<file path="src/rtl/imem_loader.sv">
// Instruction memory loader: receives a framed image (length, payload, checksum)
// over a valid/ready byte stream, writes the payload into memory and holds the core until a clean image lands.
module imem_loader #(
  parameter int                ADDR_W     = 8,
  parameter int                DATA_W     = 8,
  parameter logic [ADDR_W-1:0] START_ADDR = '0
) (
  input  logic              i_clk,
  input  logic              i_reset,      // asynchronous, active-low
  input  logic              i_start,
  input  logic              i_in_valid,
  input  logic [DATA_W-1:0] i_in_data,
  output logic              o_in_ready,
  output logic              o_mem_we,
  output logic [ADDR_W-1:0] o_mem_addr,
  output logic [DATA_W-1:0] o_mem_wdata,
  output logic              o_busy,
  output logic              o_done,
  output logic              o_error,
  output logic              o_cpu_hold,
  output logic [1:0]        o_state
);

  // Stream handshake: a byte moves on a rising edge where i_in_valid and
  // o_in_ready are both high; o_in_ready is registered and never depends on i_in_valid.
  typedef enum logic [1:0] {S_IDLE, S_LEN, S_DATA, S_CSUM} state_t;

  state_t              r_state;
  logic                r_in_ready;
  logic                r_busy;
  logic                r_done;
  logic                r_error;
  logic                r_cpu_hold;
  logic                r_mem_we;
  logic [ADDR_W-1:0]   r_mem_addr;
  logic [DATA_W-1:0]   r_mem_wdata;
  logic [ADDR_W-1:0]   r_ptr;
  logic [DATA_W-1:0]   r_sum;
  logic [DATA_W:0]     r_remaining;

  logic                w_xfer;
  logic [DATA_W-1:0]   w_sum_next;

  assign w_xfer     = i_in_valid & r_in_ready;
  assign w_sum_next = r_sum + i_in_data;

  always_ff @(posedge i_clk or negedge i_reset) begin
    if (!i_reset) begin
      r_state     <= S_IDLE;
      r_in_ready  <= 1'b0;
      r_busy      <= 1'b0;
      r_done      <= 1'b0;
      r_error     <= 1'b0;
      r_cpu_hold  <= 1'b1;
      r_mem_we    <= 1'b0;
      r_mem_addr  <= START_ADDR;
      r_mem_wdata <= '0;
      r_ptr       <= START_ADDR;
      r_sum       <= '0;
      r_remaining <= '0;
    end else begin
      r_mem_we <= 1'b0;
      case (r_state)
        S_IDLE: begin
          if (i_start) begin
            r_state    <= S_LEN;
            r_in_ready <= 1'b1;
            r_busy     <= 1'b1;
            r_done     <= 1'b0;
            r_error    <= 1'b0;
            r_cpu_hold <= 1'b1;
            r_sum      <= '0;
            r_ptr      <= START_ADDR;
          end
        end
        S_LEN: begin
          // A zero length byte stands for a full 2^DATA_W payload.
          if (w_xfer) begin
            r_remaining <= {(i_in_data == '0), i_in_data};
            r_sum       <= i_in_data;
            r_state     <= S_DATA;
          end
        end
        S_DATA: begin
          if (w_xfer) begin
            r_mem_we    <= 1'b1;
            r_mem_addr  <= r_ptr;
            r_mem_wdata <= i_in_data;
            r_ptr       <= r_ptr + ADDR_W'(1);
            r_sum       <= w_sum_next;
            r_remaining <= r_remaining - (DATA_W+1)'(1);
            if (r_remaining == (DATA_W+1)'(1)) r_state <= S_CSUM;
          end
        end
        S_CSUM: begin
          if (w_xfer) begin
            r_state    <= S_IDLE;
            r_in_ready <= 1'b0;
            r_busy     <= 1'b0;
            r_done     <= 1'b1;
            r_error    <= (w_sum_next != '0);
            r_cpu_hold <= (w_sum_next != '0);
          end
        end
        default: r_state <= S_IDLE;
      endcase
    end
  end

  assign o_in_ready  = r_in_ready;
  assign o_mem_we    = r_mem_we;
  assign o_mem_addr  = r_mem_addr;
  assign o_mem_wdata = r_mem_wdata;
  assign o_busy      = r_busy;
  assign o_done      = r_done;
  assign o_error     = r_error;
  assign o_cpu_hold  = r_cpu_hold;
  assign o_state     = r_state;

endmodule
</file>
<file path="config.mk">
export PLATFORM = sky130hd
export DESIGN_NAME = imem_loader
export DESIGN_NICKNAME = d
export VERILOG_FILES = /design/src/rtl/imem_loader.sv
export SDC_FILE = /design/constraint.sdc
export NUM_CORES = 1
export LEC_CHECK = 0
export CAP_MARGIN = 20
export CORE_MARGIN = 8
export CORE_UTILIZATION = 58
export CTS_BUF_LIST = sky130_fd_sc_hd__clkbuf_8
export DETAILED_ROUTE_END_ITERATION = 16
export HOLD_SLACK_MARGIN = 0.1
export PLACE_DENSITY_LB_ADDON = 0.3
export SKIP_CTS_REPAIR_TIMING = 1
export SYNTH_ARGS = -nofsm -noshare
export SYNTH_HDL_FRONTEND = slang
export SYNTH_SLANG_ARGS = --single-unit
</file>
<file path="constraint.sdc">
create_clock -name i_clk -period 2.7 [get_ports i_clk]
set_input_delay 0.54 -clock i_clk [delete_from_list [all_inputs] [get_ports i_clk]]
set_output_delay 0.54 -clock i_clk [all_outputs]
set_load 0.02 [all_outputs]
</file>
* Word-level counts from Yosys, hierarchy flattened
Index checks and enable logic that the tools add are counted.
** Word-level totals
- Flip-flop bits (word level) :: 48
- Latch bits :: 0
- RAM bits :: 0
- ROM bits :: 0
- Bits of input ports :: 12
- Logic and storage cells :: 63
- Memories kept :: 0
** Cells by class
- Add/sub/neg operators :: 3
- $mul :: 0
- Div/mod/pow operators :: 0
- Order comparisons :: 0
- Eq/ne operators :: 9
- Shift-type cells :: 0
- Mux-type cells :: 26
- Bitwise operators :: 1
- Reduce and logical (&&, ||, !) cells :: 13
** Operator list (number)
- 8-bit two-way mux :: 4
- 8-bit one-hot mux with 3 select lines :: 1
- 9-bit two-way mux :: 2
- 9-bit one-hot mux with 2 select lines :: 1
- 8-bit one-hot mux with 2 select lines :: 1
- 2-bit two-way mux :: 5
- 2-bit != test (second input constant) :: 5
- 9-bit by 1-bit equality test with 1-bit output (second input constant) :: 1
- 3-bit AND reduction :: 3
- 9-bit by 1-bit subtractor with 9-bit output (second input constant) :: 1
- 8-bit by 1-bit adder with 8-bit output (second input constant) :: 1
- 8-bit adder :: 1
- 8-bit logical NOT :: 1
- 1-bit one-hot mux with 2 select lines :: 4
- 2-bit one-hot mux with 4 select lines :: 1
- 8-bit nonzero test :: 1
- 1-bit two-way mux :: 7
- 2-bit nonzero test :: 3
- 5-bit AND reduction :: 1
- 2-bit equality test (second input constant) :: 2
- 4-bit AND reduction :: 1
- 3-bit nonzero test :: 1
- 2-bit by 1-bit equality test with 1-bit output (second input constant) :: 1
- 2-bit logical NOT :: 1
- other kinds (2) :: 2

* Depth between registers and ports, before layout
- Depth in word-level cells :: 4
- Gate-level depth with buffers :: 9
- Gate-level depth less buffers :: 9

* Worst setup path before layout
OpenSTA, ideal clock, no wires.
- Path type :: input -> register
- Start :: input port i_in_data[0]
- End :: register r_cpu_hold (netlist: o_cpu_hold)
- Setup time :: 82 ps
- Arrival time :: 2134 ps
- Required time :: 2618 ps
- Setup slack :: 484 ps
- Cell stages on the path :: 9
- Cells stage by stage :: ha_1 -> inv_1 -> fa_1 -> nand2b_1 -> a21oi_1 -> mux2_2 -> nand4_2 -> a211oi_2 -> nor3_1
** Between the ends
- Longest elaborated chain between the ends :: 4
** RTL lines
- start, declared :: RTL line 12 : input logic [DATA_W-1:0] i_in_data,
- 8-bit adder :: RTL line 45 : assign w_sum_next = r_sum + i_in_data;
- 8-bit nonzero test :: RTL line 102 : r_cpu_hold <= (w_sum_next != '0);
- 1-bit two-way mux :: RTL line 96 : if (w_xfer) begin
- 1-bit one-hot mux with 2 select lines :: RTL line 63 : case (r_state)
- end signal, assigned :: RTL line 102
- end, declared :: RTL line 33 : logic r_cpu_hold;
No other way between the ends. The select of a mux whose other input is x is not followed.
A chain may end at the register's enable or synchronous reset.

* Final worst setup path
Ends and elaborated chain as after synthesis.

==> run_results.csv <==
group,metric,value,unit
outcome,status,"completed",
grt,use_met1,25.7,%
setup_path,r2r-start,"o_state[0]$_DFFE_PN0P_",
grt,grt.busiest_layer,"met2",
cts,cts_buffers,5,
synth,syn-num-nets,360,
place,pre_cts_ws,-0.162,ns
grt,grt_pass1_wl,12.2,mm
cts,htreeDepth,2,
synth,ys_types,49,
pwr,seqPwrFrac,54.3,%
cells_and_area,postLayoutCoreUtil,70.8,%
drt,routed_wl,7.12,mm
setup_path,start_kind,"input port",
pwr,switching_share,22.2,%
setup_path,crit_path_end_kind,"register",
cts,cts_sinks,48,
cells_and_area,layout_common_cells,"dfrtp_1 (47), nand2_1 (38), clkdlybuf4s50_1 (34)",
synth,yosysSeqAreaShare,40.7,%
die,pin_count,36,
setup_path,critPathKind,"input port to register",
sta,skew,0.00347,ns
grt,overflow,0,
pwr,vdd_drop_max,0.000250,V
pwr,p_leak,1.63,nW
die,die_height,87.4,µm
drt,antenna_left,0,
pwr,pwr-share-clk,38.9,%
setup_path,cp-startpoint,"i_in_data[0]",
cts,ctsRootBufferMaster,"clkbuf_8",
grt,met2_usage,32.7,%
grt,grt_usage,19.8,%
cts,clk_pin_slew_worst_paths,0.09,ns
setup_path,critPathRequiredTime,2.94,ns
grt,met3_usage,3.96,%
sta,slew_headroom,41.6,%
synth,async_reset_ff_share,100,%
drt,vias,2667,
sta,hold_viol,0,
cts,clk_latency,0.30,ns
sta,fmax,388,MHz
drt,drt_first_iter_violations,213,
grt,grt_max_degree,29,
grt,grt_pass1_vias,2580,
place,place_hpwl,5.24,mm
die,dieArea,7630,µm²
synth,ys_seq_elements,48,
die,num_rows,26,
cells_and_area,layout.nets,402,
drt,firstDrtPassIters,5,
pwr,power_frac_comb,6.8,%
drt,via_per_inst,5.99,
run,maxCapViolCount,0,
cells_and_area,syn_to_final_growth,20.1,%
cells_and_area,diodes,0,
die,die_w,87.4,µm
die,core_area,5010,µm²
sta,rsz0062_at_grt,"no",
sta,fin_ws,0.125,ns
drt,wl_per_cell,16.0,µm
sta,worst_slew_pin_slew,0.872,ns
pwr,powerDensity,373,nW/µm²
place,gp_congestion,0.927,
synth,synth_cells,332,
grt,grt_antenna_before_repair,0,
cts,clockBufferDepth,2,
pwr,switching_power,0.294,mW
die,start_util,59.0,%
synth,synth_edf_count,0,
setup_path,crit_fanout,3,
sta,period_needed,2.57,ns
pwr,p_int,1.03,mW
place,numPortBuffers,35,
min_path,min_path_type,"input port to asynchronous set/reset pin",
sta,slew_viol_final,0,
sta,final-setup-viol-count,0,
drt,drc,0,
synth,synth_area,2950,µm²
cells_and_area,mostFrequentLayoutCell,"dfrtp_1",
place,dp.cells,437,
sta,post-route-period-util,95.4,%
synth,yosys_warnings,0,
cells_and_area,fin_cells,445,
cts,cts_tree,"yes",
setup_path,critPathArrivalTime,2.81,ns
synth,ys.flop_type,"dfrtp_1",
synth,avgSynthCellArea,8.90,µm²
cells_and_area,drive_gt1_share,13.1,%
layer usage:
metal | wire length (µm) | up-vias
met3 | 454 | 10
met1 | 3220 | 1279
li1 | - | 1272
met5 | 0 | -
met2 | 3370 | 106
met4 | 77 | 0
worst max-delay path: stages:
cell             delay, ns
clkdlybuf4s50_1       0.48
ha_1                  0.17
inv_1                 0.05
fa_1                  0.40
nand2b_1              0.18
a21oi_1               0.19
mux2i_1               0.32
nand3_1               0.18
a211oi_2              0.23
nor3_1                0.07
kinds of logic (layout without fill, tap and decap cells):
group                      Yosys count  count (layout)  share of synthesized area (%)
AOI/OAI and AO/OA                  103             103                           21.4
xor gates and xnor gates             5               5                           1.74
adders and majority gates           16              16                           7.03
buffers and inverters               32              75                           4.57
DFF                                 48              48                           40.7
muxes                               18              18                           6.73
and+or+nand+nor                    110             110                           17.8
layout make-up:
type | count | area, µm²
clock inverters | 3 | 38.8
inverters | 14 | 52.6
well taps | 70 | 87.6
fillers | 411 | 1460
repair buffers | 53 | 480
clock buffers | 5 | 68.8
flip-flops and latches | 48 | 1200
multi-input cells | 252 | 1620
through the flow:
stage	TNS, ns	hold WS (ns)	instance area (µm²)	power (mW)
floorplan	0	0.244	2950	0.764
global placement	-0.142	0.463	3440	0.822
detailed placement	-0.351	0.479	3440	0.823
CTS	0	0.263	3550	1.33
global route	0	0.303	3550	1.36
finish	0	0.236	3550	1.32
Yosys cell counts (all sizes together), types with 2 or more instances:
cell type | n | share of area [%]
a31oi | 3 | 0.64
nand4 | 4 | 1.1
a21o | 3 | 0.76
a211oi | 2 | 0.85
a21oi | 31 | 5.3
ha | 15 | 6.4
xnor2 | 3 | 0.89
nor2 | 21 | 2.7
o21ai | 34 | 5.8
o31ai | 2 | 0.51
a22o | 8 | 2.4
xor2 | 2 | 0.85
dfrtp | 47 | 40
clkbuf | 6 | 0.76
mux2i | 3 | 1.0
nand3b | 2 | 0.51
nor2b | 4 | 0.85
nand2 | 39 | 5.0
mux2 | 15 | 5.7
buf | 12 | 2.0
nand3 | 13 | 2.2
nand2b | 4 | 0.85
nor3 | 14 | 2.4
a22oi | 4 | 1.0
o211ai | 5 | 1.4
o22ai | 6 | 1.3
inv | 14 | 1.8
nor3b | 2 | 0.51
path summary, 6_finish.rpt:
check | endpoint | slack (ns) | depth (start not counted)
min in group i_clk | o_mem_wdata[1]$_DFFE_PN0P_ | 0.49 | 2
worst max-delay path | o_cpu_hold$_DFFE_PN1P_ | 0.13 | 10
worst max register to register | r_ptr[7]$_DFFE_PN0P_ | 0.47 | 6
worst min register to register | o_mem_wdata[1]$_DFFE_PN0P_ | 0.49 | 2
worst min-delay path | r_sum[2]$_DFFE_PN0P_ | 0.24 | 1
max in group asynchronous | o_cpu_hold$_DFFE_PN1P_ | 1.79 | 2
sequential cells by signal, summed over array words and instances, names as in the netlist:
signal and count:
o_busy 1, o_mem_wdata 8, o_mem_addr 8, r_ptr 8, o_state 2, o_done 1, o_mem_we 1, r_remaining 9
o_error 1, r_sum 8, o_cpu_hold 1
power groups by stage:
| stage | combinational [mW] | sequential [mW] | clock (mW) |
|---|---|---|---|
| after floorplan | 0.0310 | 0.733 | 0 |
| after global placement | 0.0895 | 0.733 | 0 |
| after detailed placement | 0.0906 | 0.733 | 0 |
| after CTS | 0.0907 | 0.718 | 0.521 |
| after global routing | 0.101 | 0.718 | 0.545 |
| final | 0.0904 | 0.718 | 0.514 |
No activity file was read; power rests on OpenSTA's default activity.
